File: src/rtl/mips_cpu_pkg.sv
// Shared types and constants for the MIPS CPU instruction-memory path.
package mips_cpu_pkg;

   // Instruction memory word address and instruction word
   typedef logic [9:0]  im_addr_t;
   typedef logic [31:0] inst_t;

   localparam inst_t ZERO = '0;

   // Default number of back-to-back fetch grants tolerated while the loader waits
   localparam int IM_ARB_STARVE_LIMIT = 4;

   // Instruction memory arbiter priority state
   typedef enum logic {
      FETCH_PRI = 1'b0,
      LOAD_PRI  = 1'b1
   } arb_state_t;

endpackage

File: src/rtl/im_arb.sv
// Instruction memory arbiter: shares one single-port instruction memory
// between the fetch stage and the loader/debug port. Fetch normally wins,
// but the loader is promoted after STARVE_LIMIT consecutive losses.
module im_arb
   import mips_cpu_pkg::*;
#(
   parameter int STARVE_LIMIT = IM_ARB_STARVE_LIMIT
)(
   input  logic       cpu_clk_50M,
   input  logic       cpu_rst,
   // fetch port
   input  logic       f_req,
   input  im_addr_t   f_addr,
   input  logic       f_flush,
   output logic       f_gnt,
   output logic       f_rvalid,
   output inst_t      f_rdata,
   // loader/debug port
   input  logic       l_req,
   input  im_addr_t   l_addr,
   output logic       l_gnt,
   output logic       l_rvalid,
   output inst_t      l_rdata,
   // instruction memory
   output logic       imce,
   output im_addr_t   imaddr,
   input  inst_t      inst
);

   localparam logic [3:0] LIMIT = 4'(STARVE_LIMIT);

   arb_state_t state_reg, state_next;
   logic [3:0] starve_cnt_reg, starve_cnt_next;
   logic       resp_valid_reg, resp_valid_next;
   logic       resp_port_reg, resp_port_next;   // 0: fetch, 1: loader
   logic       f_cand, l_cand;

   // Grant selection: tie broken by the current priority state; reset masks all grants
   always_comb begin
      f_gnt  = 1'b0;
      l_gnt  = 1'b0;
      // a flushed fetch request is treated as absent so the loader can take the slot
      f_cand = f_req & ~f_flush & ~cpu_rst;
      l_cand = l_req & ~cpu_rst;
      if (state_reg == LOAD_PRI) begin
         l_gnt = l_cand;
         f_gnt = f_cand & ~l_cand;
      end else begin
         f_gnt = f_cand;
         l_gnt = l_cand & ~f_cand;
      end
   end

   // Next-state: starve counter, priority state and pending response tracking
   always_comb begin
      state_next      = state_reg;
      starve_cnt_next = starve_cnt_reg;
      resp_valid_next = f_gnt | l_gnt;
      resp_port_next  = l_gnt;

      // counter only accumulates fetch wins while the loader keeps waiting
      if (!l_req || l_gnt) begin
         starve_cnt_next = 4'd0;
      end else if (state_reg == FETCH_PRI && f_gnt && starve_cnt_reg != LIMIT) begin
         starve_cnt_next = starve_cnt_reg + 4'd1;
      end

      case (state_reg)
         FETCH_PRI: begin
            if (starve_cnt_next == LIMIT) begin
               state_next = LOAD_PRI;
            end
         end
         LOAD_PRI: begin
            // one loader win (or the loader giving up) restores fetch priority
            if (l_gnt || !l_req) begin
               state_next = FETCH_PRI;
            end
         end
         default: state_next = FETCH_PRI;
      endcase
   end

   // Memory drive and response steering; responses are masked during reset
   always_comb begin
      imce     = f_gnt | l_gnt;
      imaddr   = '0;
      if (l_gnt) begin
         imaddr = l_addr;
      end else if (f_gnt) begin
         imaddr = f_addr;
      end
      // a flush in the response cycle discards the returning fetch word
      f_rvalid = resp_valid_reg & ~resp_port_reg & ~f_flush & ~cpu_rst;
      l_rvalid = resp_valid_reg &  resp_port_reg & ~cpu_rst;
      f_rdata  = f_rvalid ? inst : ZERO;
      l_rdata  = l_rvalid ? inst : ZERO;
   end

   // State registers with asynchronous reset
   always_ff @(posedge cpu_clk_50M or posedge cpu_rst) begin
      if (cpu_rst) begin
         state_reg      <= FETCH_PRI;
         starve_cnt_reg <= 4'd0;
         resp_valid_reg <= 1'b0;
         resp_port_reg  <= 1'b0;
      end else begin
         state_reg      <= state_next;
         starve_cnt_reg <= starve_cnt_next;
         resp_valid_reg <= resp_valid_next;
         resp_port_reg  <= resp_port_next;
      end
   end

endmodule

File: config.mk
export PLATFORM = sky130hd
export DESIGN_NAME = im_arb
export DESIGN_NICKNAME = d
export VERILOG_FILES = /design/src/rtl/mips_cpu_pkg.sv /design/src/rtl/im_arb.sv
export SDC_FILE = /design/constraint.sdc
export NUM_CORES = 1
export LEC_CHECK = 0
export ABC_AREA = 1
export BUFFER_PORTS_ARGS = -buffer_cell sky130_fd_sc_hd__buf_2
export CORE_AREA = 8 8 66 68
export DETAILED_ROUTE_END_ITERATION = 10
export DIE_AREA = 0 0 74 76
export GPL_ROUTABILITY_DRIVEN = 0
export GPL_TIMING_DRIVEN = 0
export HOLD_SLACK_MARGIN = 0.05
export PLACE_DENSITY = 0.77
export SLEW_MARGIN = 20
export SYNTH_ARGS = -nofsm -noshare
export SYNTH_HDL_FRONTEND = slang
export SYNTH_SLANG_ARGS = --single-unit
File: constraint.sdc
create_clock -name cpu_clk_50M -period 1.5 [get_ports cpu_clk_50M]
set_input_delay 0.075 -clock cpu_clk_50M [delete_from_list [all_inputs] [get_ports cpu_clk_50M]]
set_output_delay 0.075 -clock cpu_clk_50M [all_outputs]
set_load 0.02 [all_outputs]
**Word-level counts from Yosys, hierarchy flattened**

Index checks and enable logic that the tools add are counted.

- Logic and storage cells: 39
- Input port bits: 57
- Flip-flop bits (word level): 7
- Output and inout bits: 79

- Reduce and logical (&&, ||, !) cells: 4
- Eq/ne operators: 2
- Add/sub/neg operators: 1
- Mux-type cells: 11
- Bitwise gates (word level): 17

Operators with widths:

| cell | number |
|---|---|
| 32-bit two-way mux | 2 |
| 10-bit two-way mux | 2 |
| 1-bit AND | 10 |
| 4-bit two-way mux | 2 |
| 1-bit inverter | 6 |
| 4-bit by 1-bit adder with 4-bit output (second input constant) | 1 |
| 4-bit by 3-bit == test with 1-bit output (second input constant) | 1 |
| 1-bit two-way mux | 4 |
| 4-bit by 3-bit inequality test with 1-bit output (second input constant) | 1 |
| 1-bit logical AND | 2 |
| 1-bit one-hot mux with 2 select lines | 1 |
| 1-bit logical NOT | 1 |
| 1-bit logical OR | 1 |
| 1-bit OR | 1 |

**Logic depth before layout (Yosys ltp)**

Gate-level depths: netlist of run 1.

- Word-level depth: 12
- Mapped depth: 10
- Mapped depth without buffers: 10

**Least setup slack after synthesis of run 1**

No wires, ideal clock.

- Kind: reg2out
- Start point: reg resp_valid_reg
- End point: out l_rdata[10]
- Stages on the path, launching flop included: 6
- Slack: -0.152 ns
- Path buffers: 1
- Arrival time: 1.577 ns
- Data required time: 1.425 ns
- Cells stage by stage: dfrtp_1 > inv_1 > nor3_1 > inv_1 > buf_2 > nor2_1

- Longest elaborated chain between the ends: 3

RTL lines:

| element | RTL line | RTL |
|---|---|---|
| start: declaration | im_arb.sv:34 | `logic resp_valid_reg, resp_valid_next;` |
| start signal: assignment | im_arb.sv:110 | `resp_valid_reg <= resp_valid_next;` |
| 1-bit AND (2 in series) | im_arb.sv:95 | `l_rvalid = resp_valid_reg & resp_port_reg & ~cpu_rst;` |
| named net l_rvalid | im_arb.sv:22 | `output logic l_rvalid,` |
| 32-bit two-way mux | im_arb.sv:97 | `l_rdata = l_rvalid ? inst : ZERO;` |
| end: declaration | im_arb.sv:23 | `output inst_t l_rdata,` |

The timed path passes the listed nets, and every way through them passes these cells.

**Worst setup path in the final report of run 1**

- Start point: reg state_reg
- End point: out imaddr[1]

- Longest elaborated chain between the ends: 3
- Elaborated cells between the ends (all ways): 4

RTL lines:

| element | RTL line | RTL |
|---|---|---|
| start: declaration | im_arb.sv:32 | `arb_state_t state_reg, state_next;` |
| start signal: assignment | im_arb.sv:108 | `state_reg <= state_next;` |
| 1-bit two-way mux | im_arb.sv:45 | `if (state_reg == LOAD_PRI) begin` |
| 10-bit two-way mux | im_arb.sv:90 | `end else if (f_gnt) begin` |
| 10-bit two-way mux (*) | im_arb.sv:88 | `if (l_gnt) begin` |
| end: declaration | im_arb.sv:26 | `output im_addr_t imaddr,` |

Mark *: on every way between the ends. The rest lies on a longest branch, timed or not.

==> results of run 1 <==
## cell usage in the layout, fill, tap and decap left out, types with 2 or more instances in the layout
cell type  count
clkbuf_4       4
nor2_1        56
nor2_2        14
buf_4         33
dfrtp_1        7
buf_2        102
nand3_1        5
nand2_1       18
inv_2          2
buf_6         15
a22o_1        10
nand3_2        2
inv_1         50
## synthesized netlist by cell type
master / number / share of area [%]
a22o_1: 10 / 9.2
inv_1: 53 / 21
a21oi_2: 1 / 0.92
o21ai_0: 1 / 0.53
nand4_1: 1 / 0.66
buf_2: 8 / 4.2
nand2_1: 19 / 7.5
o21bai_2: 1 / 1.2
ha_1: 2 / 2.6
nor3_1: 1 / 0.53
nor2_1: 70 / 28
dfrtp_1: 7 / 18
nand3_1: 7 / 3.7
nand3_2: 1 / 1.1
nor2_2: 1 / 0.66
## where the power goes
part / total (mW) / switching [mW] / internal (mW) / leakage, nW
clock network: 0.170 / 0.0687 / 0.101 / 0.0150
logic: 0.371 / 0.207 / 0.164 / 1.30
registers: 0.199 / 0.00377 / 0.195 / 0.0949
## layer usage
layer  track usage [%]  up-vias
met3              6.32        6
met4              3.00        0
met5                 0        -
met1              15.7      694
li1                  -      824
met2              27.6       95
## tightest hold or removal path, delay by kind of cell
family                 cells  cell delay [ps]
AO/OA/AOI/OAI              1               40
buffers and inverters      1              110
AND/OR/NAND/NOR            1               90
## worst max-delay path by stage
stage / from / endpoint / slack [ps] / depth (start not counted)
after CTS: state_reg$_DFF_PP0_ / imaddr[6] / 2 / 7
after detailed placement: starve_cnt_reg[0]$_DFF_PP0_ / state_reg$_DFF_PP0_ / -20 / 10
after global placement: starve_cnt_reg[0]$_DFF_PP0_ / state_reg$_DFF_PP0_ / 10 / 10
after global routing: starve_cnt_reg[0]$_DFF_PP0_ / state_reg$_DFF_PP0_ / -50 / 10
final: state_reg$_DFF_PP0_ / imaddr[1] / 30 / 7
after floorplan: resp_valid_reg$_DFF_PP0_ / l_rdata[10] / 80 / 5
## repair_timing
item	CTS	global route
resized for setup	28	59
hold endpoints to repair	7	0
pin swaps	5	8
cloned	1	1
hold buffers	1	0
endpoints found under the setup margin	41	65
buffers inserted	3	3
## area by class of cell
| class | count | area, µm² |
|---|---|---|
| timing repair buffer | 144 | 875 |
| fill | 321 | 1430 |
| clock buffer | 4 | 26.3 |
| inverter | 53 | 201 |
| sequential | 7 | 175 |
| multi-input combinational | 115 | 607 |
| tap | 48 | 60.1 |
| buffer | 8 | 70.1 |
## kinds of logic after synthesis
kind of cell,count (synthesis)
flip-flops,7
AO/OA/AOI/OAI,13
buffers and inverters,61
adder cells (fa/ha/maj),2
AND/OR/NAND/NOR,100
==> impl_metrics.tcl, run 1 <==
set metrics [dict create \
    drive_above_1_share_pct 54.4 \
    min_delay_worst_endpoint "starve_cnt_reg[2]$_DFF_PP0_" \
    clock_tree.root_cell "clkbuf_4" \
    largest_net_degree_at_the_start_of_global_routing 11 \
    cts_buffer_depth 2 \
    highest_cell_delay_on_the_worst_timing_path_ps 390 \
    detailedPlacementHpwl_um 3880 \
    worst-path-buf-inv 4 \
    tns_ps 0 \
    grt_usage_pct 15.3 \
    worstSetupStartpointType "flop" \
    synth.net_count 242 \
    worst_skew_pair.late_latency_ps 250 \
    worst_hold_slack_ps 116 \
    hold_depth 3 \
    vias_after_detailed_routing 1619 \
    final_critical_path_setup_slack_ps 33.0 \
    diodes 0 \
    setup_viol 0 \
    post_synth_inst_count 183 \
    synth_xor_area_share_pct 0 \
    worst-endpoint-required_ps 1420 \
    routed_wl_um 4880 \
    highest-signal-layer "met4" \
    crit_chain "inv_2 > nand3_4 > nand2_4 > inv_4 > buf_6 > a22o_1 > buf_6" \
    final_net_count 391 \
    post_dr_wirelength_cell_um 12.9 \
    port_buffers 135 \
    power.ir.vdd_worst_uv 406 \
    power.leakage_nw 1.41 \
    r2r_worst_path_depth 10 \
    syn-mean-instance-area_um2 5.18 \
    highest_fanout_seen_on_the_critical_path 6 \
    yosys.area_share.simple_pct 41.8 \
    min_period_over_period_pct 97.8 \
    final_design_area_no_fill_um2 2010 \
    route.detailed.vias_per_inst 4.27 \
    power-per-cell-area_nw_per_um2 367 \
    met3_wire_length_um 736 \
    numPlacedInstances 366 \
    final_util_pct 58.5 \
    cp-end-kind "primary output" \
    drt_iter0_markers 24 \
    detailed_place.area_um2 1690 \
    place_worst_setup_slack_ps -21.6 \
    timing_hold_violations_final 0 \
    die_w_um 74 \
    synth.mux.area_fraction_pct 0 \
    core_area_um2 3440 \
    cts_htree_levels 1 \
    timing.clock.skew_ps 3.63 \
    fin_total_pwr_mw 0.740 \
    clk_pin_slew_worst_paths_ps 50 \
    time_the_worst_path_needs_with_i_o_delays_and_setup_ps 1470 \
    detail_route.first_pass.iterations 6 \
    cts-buffers-inserted 3 \
    ys_seq_area_share_pct 18.5 \
    antenna_found_initial 0 \
    globalRouteOverflowTotal 0 \
    largest_family_of_logic_cells_by_synthesized_area "simple AND/OR/NAND/NOR gates" \
    die-height_um 76 \
    timing_worst_setup_path_type "flop to primary output" \
    floorplan.io_pins 136 \
    rsz0062_at_grt "true" \
    clkSinkCount 7 \
    hold_start "l_req" \
    worst_path_most_repeated_cell "buf_6" \
    synth_adder_area_share_pct 2.64 \
    run_status "complete, no violations" \
    drt_drc_violations_left 0 \
    tightestPinTransition_ps 296 \
    initial_utilization_pct 27.6 \
    largest_reg_flops 4 \
    finalNonFillerCells 379 \
    met2RoutedLength_um 2350 \
    synth_compound_area_share_pct 11.9 \
    ys_types 15 \
    std_cell_rows 22 \
    number_of_global_route_vias_before_repair 1597 \
    critPathArrivalTime_ps 1390 \
    drt.antenna.violating_nets 0 \
    cts_tree "yes" \
    ffs_latches_synth 7 \
    critPathSlowestCell "dfrtp_1" \
    grt_pass1_wl_um 7180 \
    timing.max_cap.violations 0 \
    netlist_area_um2 948 \
    report.final.slew_viol_count 0 \
    reg_to_reg_critical_path_startpoint "starve_cnt_reg[0]$_DFF_PP0_" \
    met1_length_um 1740 \
    yosysWarningCount 0 \
    fmaxAchievable_mhz 682 \
    worst_r2r_endpoint "state_reg$_DFF_PP0_" \
    worst-r2r-setup-slack_ps 90 \
    syn_to_final_growth_pct 112 \
    max-slew-margin-rel_pct 80.3 \
    hold_path_class "input pin to flop" \
    cpLargestDelayFamily "flip-flops" \
    die_area_um2 5620 \
]
Power figures use the tool's default switching activity.
==> run 2, diff against run 1 <==
--- a/config.mk
+++ b/config.mk
@@ -6,14 +6,14 @@
 export NUM_CORES = 1
 export LEC_CHECK = 0
 export ABC_AREA = 1
-export BUFFER_PORTS_ARGS = -buffer_cell sky130_fd_sc_hd__buf_2
-export CORE_AREA = 8 8 66 68
+export CORE_AREA = 8 8 49 51
 export DETAILED_ROUTE_END_ITERATION = 10
-export DIE_AREA = 0 0 74 76
+export DIE_AREA = 0 0 57 59
+export DONT_BUFFER_PORTS = 1
 export GPL_ROUTABILITY_DRIVEN = 0
 export GPL_TIMING_DRIVEN = 0
 export HOLD_SLACK_MARGIN = 0.05
-export PLACE_DENSITY = 0.77
+export PLACE_DENSITY = 0.73
 export SLEW_MARGIN = 20
 export SYNTH_ARGS = -nofsm -noshare
 export SYNTH_HDL_FRONTEND = slang
==> run 2 against run 1 <==
Compared with the run above:
- the flow now stops in 5_1_grt
- synthesized cell count unchanged
- area after synthesis unchanged
==> impl_metrics.tcl, run 2 <==
set metrics [dict create \
    synth_top_flop_cell "dfrtp_1" \
    synth_commonest_cells "nor2_1, inv_1, nand2_1" \
    std_cell_rows 15 \
    failing_step "5_1_grt" \
    area_share_of_the_leading_cell_type_in_the_synthesized_netlist_pct 27.7 \
    worst_endpoint_left_by_the_global_route_repair_timing_run "l_rdata[29]" \
    initial_utilization_pct 57.4 \
    ys_types 15 \
    clock_tree.root_cell "clkbuf_4" \
    largest_net_degree_at_the_start_of_global_routing 12 \
    synth_edf_count 0 \
    post_synth_main_area_contributors "nor2_1, inv_1, dfrtp_1" \
    post_cts_buffers 0 \
    cts_buffer_depth 2 \
    place_worst_setup_slack_ps -138 \
    firstError "[ERROR DPL-0033] detailed placement checks failed during check placement." \
    ys_seq_area_share_pct 18.5 \
    detailed_place.area_um2 975 \
    clkSinkCount 7 \
    postSynth.asyncResetShare_pct 100 \
    yosysWarningCount 0 \
    syn-mean-instance-area_um2 5.18 \
    port_buffers 0 \
    synth.largest_area_cell "nor2_1" \
    die_w_um 57 \
    synthMostInstantiatedCell "nor2_1" \
    antenna_found_initial 0 \
    cts-buffers-inserted 3 \
    cts_htree_levels 1 \
    synth.net_count 242 \
    die-height_um 59 \
    netlist_area_um2 948 \
    worst-endpoint-pin-kind "top-level output" \
    ffs_latches_synth 7 \
    run_status "aborted with a tool error" \
    detailedPlacementHpwl_um 3450 \
    post_synth_inst_count 183 \
    floorplan.io_pins 136 \
]
==> run 2: cell counts after synthesis <==
No cell type changed its count.
==> run 2: per-stage QoR <==
| stage | std cells | setup TNS (ps) | hold slack (ps) |
|---|---|---|---|
| 2_1_floorplan | 183 | 0 | -113 |
| 3_3_place_gp | 200 | -3540 | -84.7 |
| 3_5_place_dp | 200 | -3370 | -76.6 |
| 4_1_cts | 206 | -4990 | 70.0 |
==> run 2: repair_timing <==
action	CTS
hold buffers	2
resized for setup	125
setup endpoints to repair	71
hold endpoints to repair	8
pin swaps	3
==> run 2: cell families after synthesis <==
family | Yosys count | synth area share [%]
AND/OR/NAND/NOR | 100 | 41.8
buffers and inverters | 61 | 25.2
AO/OA/AOI/OAI | 13 | 11.9
flip-flops | 7 | 18.5
adder cells (fa/ha/maj) | 2 | 2.64
==> run 3, diff against run 2 <==
--- a/config.mk
+++ b/config.mk
@@ -6,14 +6,13 @@
 export NUM_CORES = 1
 export LEC_CHECK = 0
 export ABC_AREA = 1
-export CORE_AREA = 8 8 49 51
+export CORE_AREA = 8 8 69 71
 export DETAILED_ROUTE_END_ITERATION = 10
-export DIE_AREA = 0 0 57 59
+export DIE_AREA = 0 0 77 79
 export DONT_BUFFER_PORTS = 1
 export GPL_ROUTABILITY_DRIVEN = 0
 export GPL_TIMING_DRIVEN = 0
-export HOLD_SLACK_MARGIN = 0.05
-export PLACE_DENSITY = 0.73
+export PLACE_DENSITY_LB_ADDON = 0.15
 export SLEW_MARGIN = 20
 export SYNTH_ARGS = -nofsm -noshare
 export SYNTH_HDL_FRONTEND = slang
==> run 3 against run 2 <==
Compared with the run above:
- the flow now finishes, with violations (setup timing)
==> impl_metrics.tcl, run 3 (synthesized netlist as in run 1, its figures left out) <==
set metrics [dict create \
    hold_path_class "input pin to flop" \
    setup_viol 38 \
    drt_iter0_markers 29 \
    cp.depth 5 \
    die-height_um 79 \
    worst-r2r-setup-slack_ps 150 \
    report.final.slew_viol_count 0 \
    fin_total_pwr_mw 0.773 \
    final_common_cell "inv_1" \
    power-per-cell-area_nw_per_um2 474 \
    port_buffers 0 \
    detailedPlacementHpwl_um 3200 \
    crit_path_end "l_rdata[28]" \
    gr-max-usage-layer "met2" \
    core_area_um2 3800 \
    worstSetupStartpointType "flop" \
    reg_to_reg_critical_path_startpoint "state_reg$_DFF_PP0_" \
    rsz0062_at_grt "true" \
    floorplan.io_pins 136 \
    grt_usage_pct 12.3 \
    r2r_worst_path_depth 9 \
    drt_drc_violations_left 0 \
    failing_checks "setup timing" \
    cpLargestDelayFamily "simple AND/OR/NAND/NOR gates" \
    routed_wl_um 4070 \
    power.share.clock_pct 34.6 \
    std_cell_rows 23 \
    clk_pin_slew_worst_paths_ps 40 \
    max-slew-margin-rel_pct 72.4 \
    cp-end-kind "primary output" \
    globalRouteOverflowTotal 0 \
    min_period_over_period_pct 102 \
    layout_common_cells "inv_1, nor2_4, nor2_2" \
    drt.antenna.violating_nets 0 \
    timing.clock.skew_ps 1.37 \
    highest_fanout_seen_on_the_critical_path 10 \
    grt_use_met3_pct 7.67 \
    grt_pass1_wl_um 6340 \
    drive_above_1_share_pct 51.0 \
    time_the_worst_path_needs_with_i_o_delays_and_setup_ps 1530 \
    vias_after_detailed_routing 1144 \
    crit_start "resp_valid_reg$_DFF_PP0_" \
    number_of_global_route_vias_before_repair 1220 \
    clkSinkCount 7 \
    worst_r2r_endpoint "state_reg$_DFF_PP0_" \
    largest_reg_flops 4 \
    diodes 0 \
    die_area_um2 6080 \
    route.detailed.vias_per_inst 4.69 \
    timing_worst_setup_path_type "flop to primary output" \
    critPathSlowestCell "dfrtp_1" \
    syn_to_final_growth_pct 71.8 \
    timing.max_cap.violations 0 \
    total_switching_power_mw 0.299 \
    worst-endpoint-required_ps 1420 \
    numPlacedInstances 233 \
    die_w_um 77 \
    global_route.usage.met2_pct 22.2 \
    clock_tree.root_cell "clkbuf_8" \
    power.leakage_nw 0.820 \
    fmaxAchievable_mhz 654 \
    cts_tree "yes" \
    critPathArrivalTime_ps 1450 \
    power.ir.vdd_worst_uv 393 \
    internal_power_mw 0.474 \
    worst_hold_slack_ps 31.0 \
    timing_hold_violations_final 0 \
    cts-buffers-inserted 3 \
    initial_utilization_pct 25.0 \
    tightestPinTransition_ps 413 \
    final_critical_path_setup_slack_ps -28.0 \
    comb_power_share_pct 39.6 \
    antenna_found_initial 0 \
    grt_use_met1_pct 11.7 \
    run_status "finished with violations" \
    crit_chain "inv_2 > nor3_4 > inv_4 > buf_12 > nor2_4" \
    seq_power_share_pct 25.7 \
    post_dr_wirelength_cell_um 16.7 \
    highest_cell_delay_on_the_worst_timing_path_ps 350 \
    detail_route.first_pass.iterations 3 \
    cts_htree_levels 1 \
    worst-path-buf-inv 3 \
    final_net_count 254 \
    largest_net_degree_at_the_start_of_global_routing 12 \
    finalNonFillerCells 244 \
    power_switching_share_pct 38.7 \
    cts_buffer_depth 2 \
    worst_skew_pair.late_latency_ps 230 \
]
## run 3: per-layer routing
layer / routed length [µm] / part of all wire (%)
met1: 1350 / 33
met2: 2090 / 51
met3: 609 / 15
met4: 25 / 0.61
met5: 0 / 0
## run 3: final cells by class
cell class | instances | area [µm²]
clock buffers | 4 | 45.0
inverters | 53 | 201
plain buffers | 8 | 105
multi-input cells | 115 | 967
well taps | 50 | 62.6
repair buffers | 7 | 72.6
fillers | 383 | 2170
flip-flops and latches | 7 | 175
## run 3: power by group through the flow
stage                     Combinational [mW]  Sequential, mW  Clock (mW)
final                                  0.306           0.199       0.268
after global routing                   0.332           0.200       0.283
after CTS                              0.285           0.199       0.271
after detailed placement               0.195           0.202           0
after global placement                 0.196           0.202           0
after floorplan                        0.167           0.201           0
## run 3: repair_timing
| action | in CTS | in global routing |
|---|---|---|
| gates resized for setup | 129 | 15 |
| hold buffers | 1 | 0 |
| endpoints found under the hold margin | 7 | 0 |
| pin swaps | 5 | 9 |
| setup buffers | 1 | 4 |
| cloned | 0 | 1 |
| setup endpoints to repair | 71 | 73 |
## run 3: per-stage QoR
stage	util, %	instance area (µm²)	setup slack (ps)	TNS (ps)
final	42.9	1630	-28.0	-326
after global routing	42.9	1630	-125	-6120
after CTS	40.2	1530	-87.3	-3370
after detailed placement	26.7	1020	-199	-4230
after global placement	26.7	1020	-211	-4720
after floorplan	-	953	83.2	0
## run 3: worst min path at each step
stage | from | to | slack [ps] | cells after the start
after floorplan | cpu_rst | resp_port_reg$_DFF_PP0_ | -110 | 1
after global placement | cpu_rst | resp_valid_reg$_DFF_PP0_ | -70 | 1
after detailed placement | cpu_rst | resp_valid_reg$_DFF_PP0_ | -70 | 1
after CTS | l_req | starve_cnt_reg[2]$_DFF_PP0_ | 30 | 2
after global routing | l_req | starve_cnt_reg[2]$_DFF_PP0_ | 50 | 2
final | l_req | starve_cnt_reg[2]$_DFF_PP0_ | 30 | 2
==> run 4, diff against run 3 <==
--- a/config.mk
+++ b/config.mk
@@ -13,6 +13,7 @@
 export GPL_ROUTABILITY_DRIVEN = 0
 export GPL_TIMING_DRIVEN = 0
 export PLACE_DENSITY_LB_ADDON = 0.15
+export RECOVER_POWER = 50
 export SLEW_MARGIN = 20
 export SYNTH_ARGS = -nofsm -noshare
 export SYNTH_HDL_FRONTEND = slang
==> run 4 against run 3 <==
Compared with the run above:
- clock power barely moved
- clock skew barely moved
- largest power group unchanged
- highest routed layer unchanged
- wire length barely moved
- die area did not move
- cell count did not move
- the run still ends with setup timing left
==> impl_metrics.tcl, run 4 (synthesized netlist as in run 1, its figures left out) <==
set metrics [dict create \
    run_status "finished with violations" \
    failing_checks "setup timing" \
    seq_power_share_pct 25.7 \
    floorplan.io_pins 136 \
    diodes 0 \
    cts_tree "yes" \
    power.ir.vdd_worst_uv 393 \
    drt_iter0_markers 29 \
    power.leakage_nw 0.820 \
    internal_power_mw 0.474 \
    largest_net_degree_at_the_start_of_global_routing 12 \
    globalRouteOverflowTotal 0 \
    antenna_found_initial 0 \
    die_w_um 77 \
    die-height_um 79 \
    min_period_over_period_pct 102 \
    route.detailed.vias_per_inst 4.69 \
    final_net_count 254 \
    timing_hold_violations_final 0 \
    initial_utilization_pct 25.0 \
    worst-endpoint-required_ps 1420 \
    drive_above_1_share_pct 50.5 \
    setup_viol 39 \
    cpLargestDelayFamily "simple AND/OR/NAND/NOR gates" \
    crit_chain "inv_2 > nor3_4 > inv_4 > buf_12 > nor2_4" \
    drt.antenna.violating_nets 0 \
    rsz0062_at_grt "true" \
    comb_power_share_pct 39.6 \
    port_buffers 0 \
    drt_drc_violations_left 0 \
    routed_wl_um 4070 \
    tightestPinTransition_ps 413 \
    fin_total_pwr_mw 0.773 \
    syn_to_final_growth_pct 71.8 \
    highest_cell_delay_on_the_worst_timing_path_ps 350 \
    largest_reg_flops 4 \
    timing_worst_setup_path_type "flop to primary output" \
    vias_after_detailed_routing 1144 \
    post_dr_wirelength_cell_um 16.7 \
    max-slew-margin-rel_pct 72.4 \
    highest_fanout_seen_on_the_critical_path 10 \
    time_the_worst_path_needs_with_i_o_delays_and_setup_ps 1530 \
    final_util_pct 42.9 \
    number_of_global_route_vias_before_repair 1220 \
    power_switching_share_pct 38.8 \
    fmaxAchievable_mhz 654 \
    total_switching_power_mw 0.300 \
    layout_common_cells "inv_1, nor2_4, nor2_2" \
    worst_skew_pair.late_latency_ps 230 \
    grt_pass1_wl_um 6340 \
    hold_path_class "input pin to flop" \
    finalNonFillerCells 244 \
    timing.clock.skew_ps 1.60 \
    cts-buffers-inserted 3 \
    final_common_cell "inv_1" \
    core_area_um2 3800 \
    report.final.slew_viol_count 0 \
    power-per-cell-area_nw_per_um2 475 \
    final.fill_count 383 \
    clock_tree.root_cell "clkbuf_8" \
    cts_htree_levels 1 \
    cts_buffer_depth 2 \
    power.share.clock_pct 34.7 \
    critPathSlowestCell "dfrtp_1" \
    numPlacedInstances 233 \
    final_critical_path_setup_slack_ps -28.0 \
    std_cell_rows 23 \
    critPathArrivalTime_ps 1450 \
    worst-path-buf-inv 3 \
    clkSinkCount 7 \
    clk_pin_slew_worst_paths_ps 40 \
    detail_route.first_pass.iterations 3 \
    grt_usage_pct 12.3 \
    die_area_um2 6080 \
    worstSetupStartpointType "flop" \
    timing.max_cap.violations 0 \
    detailedPlacementHpwl_um 3200 \
    cp-end-kind "primary output" \
]
## run 4: cell types whose count changed in the layout (fill, tap and decap cells not counted)
cell	delta
inv_1	+1
inv_2	-1
## run 4: cell type report
cell class              instances  area (µm²)  area share (%)
multi-input cells             115         967            59.4
inverters                      53         201            12.4
flip-flops and latches          7         175            10.8
plain buffers                   8         105            6.45
repair buffers                  7        72.6            4.45
well taps                      50        62.6            3.84
clock buffers                   4        45.0            2.76
## run 4: worst paths after layout
kind                       slack, ps                           to                         from  cells past startpoint
setup / recovery                 -30                  l_rdata[28]     resp_valid_reg$_DFF_PP0_                      5
hold / removal                    30  starve_cnt_reg[2]$_DFF_PP0_                        l_req                      2
setup reg to reg                 100          state_reg$_DFF_PP0_          state_reg$_DFF_PP0_                      9
hold reg to reg                  610  starve_cnt_reg[2]$_DFF_PP0_  starve_cnt_reg[2]$_DFF_PP0_                      2
max in group asynchronous       1040  starve_cnt_reg[0]$_DFF_PP0_                      cpu_rst                      2
min in group asynchronous        240          state_reg$_DFF_PP0_                      cpu_rst                      2
## run 4: power by group through the flow
stage               sequential (mW)  clock (mW)  combinational (mW)
detailed placement            0.202           0               0.195
global placement              0.202           0               0.196
floorplan                     0.201           0               0.167
finish                        0.199       0.268               0.306
global route                  0.200       0.283               0.332
CTS                           0.199       0.271               0.285
## run 4: through the flow
stage | instance area, µm² | hold WS [ps] | setup WS [ps] | TNS [ps]
finish | 1630 | 30.7 | -28.0 | -328
CTS | 1530 | 30.9 | -87.3 | -3370
global placement | 1020 | -71.7 | -211 | -4720
detailed placement | 1020 | -71.4 | -199 | -4230
floorplan | 953 | -113 | 83.2 | 0
global route | 1630 | 51.6 | -125 | -6600
## run 4: timing repair
action,CTS,global route
gates resized for setup,129,15
hold endpoints to repair,7,0
hold buffers,1,0
setup buffers,1,4
endpoints found under the setup margin,71,73
cloned,0,1
pin swaps,5,9
## run 4: routing by layer
layer	routed length, µm	part of all wire [%]	GRT usage, %
met2	2090	51	22.2
met4	25	0.61	2.83
met1	1340	33	11.7
met3	609	15	7.67
met5	0	0	0
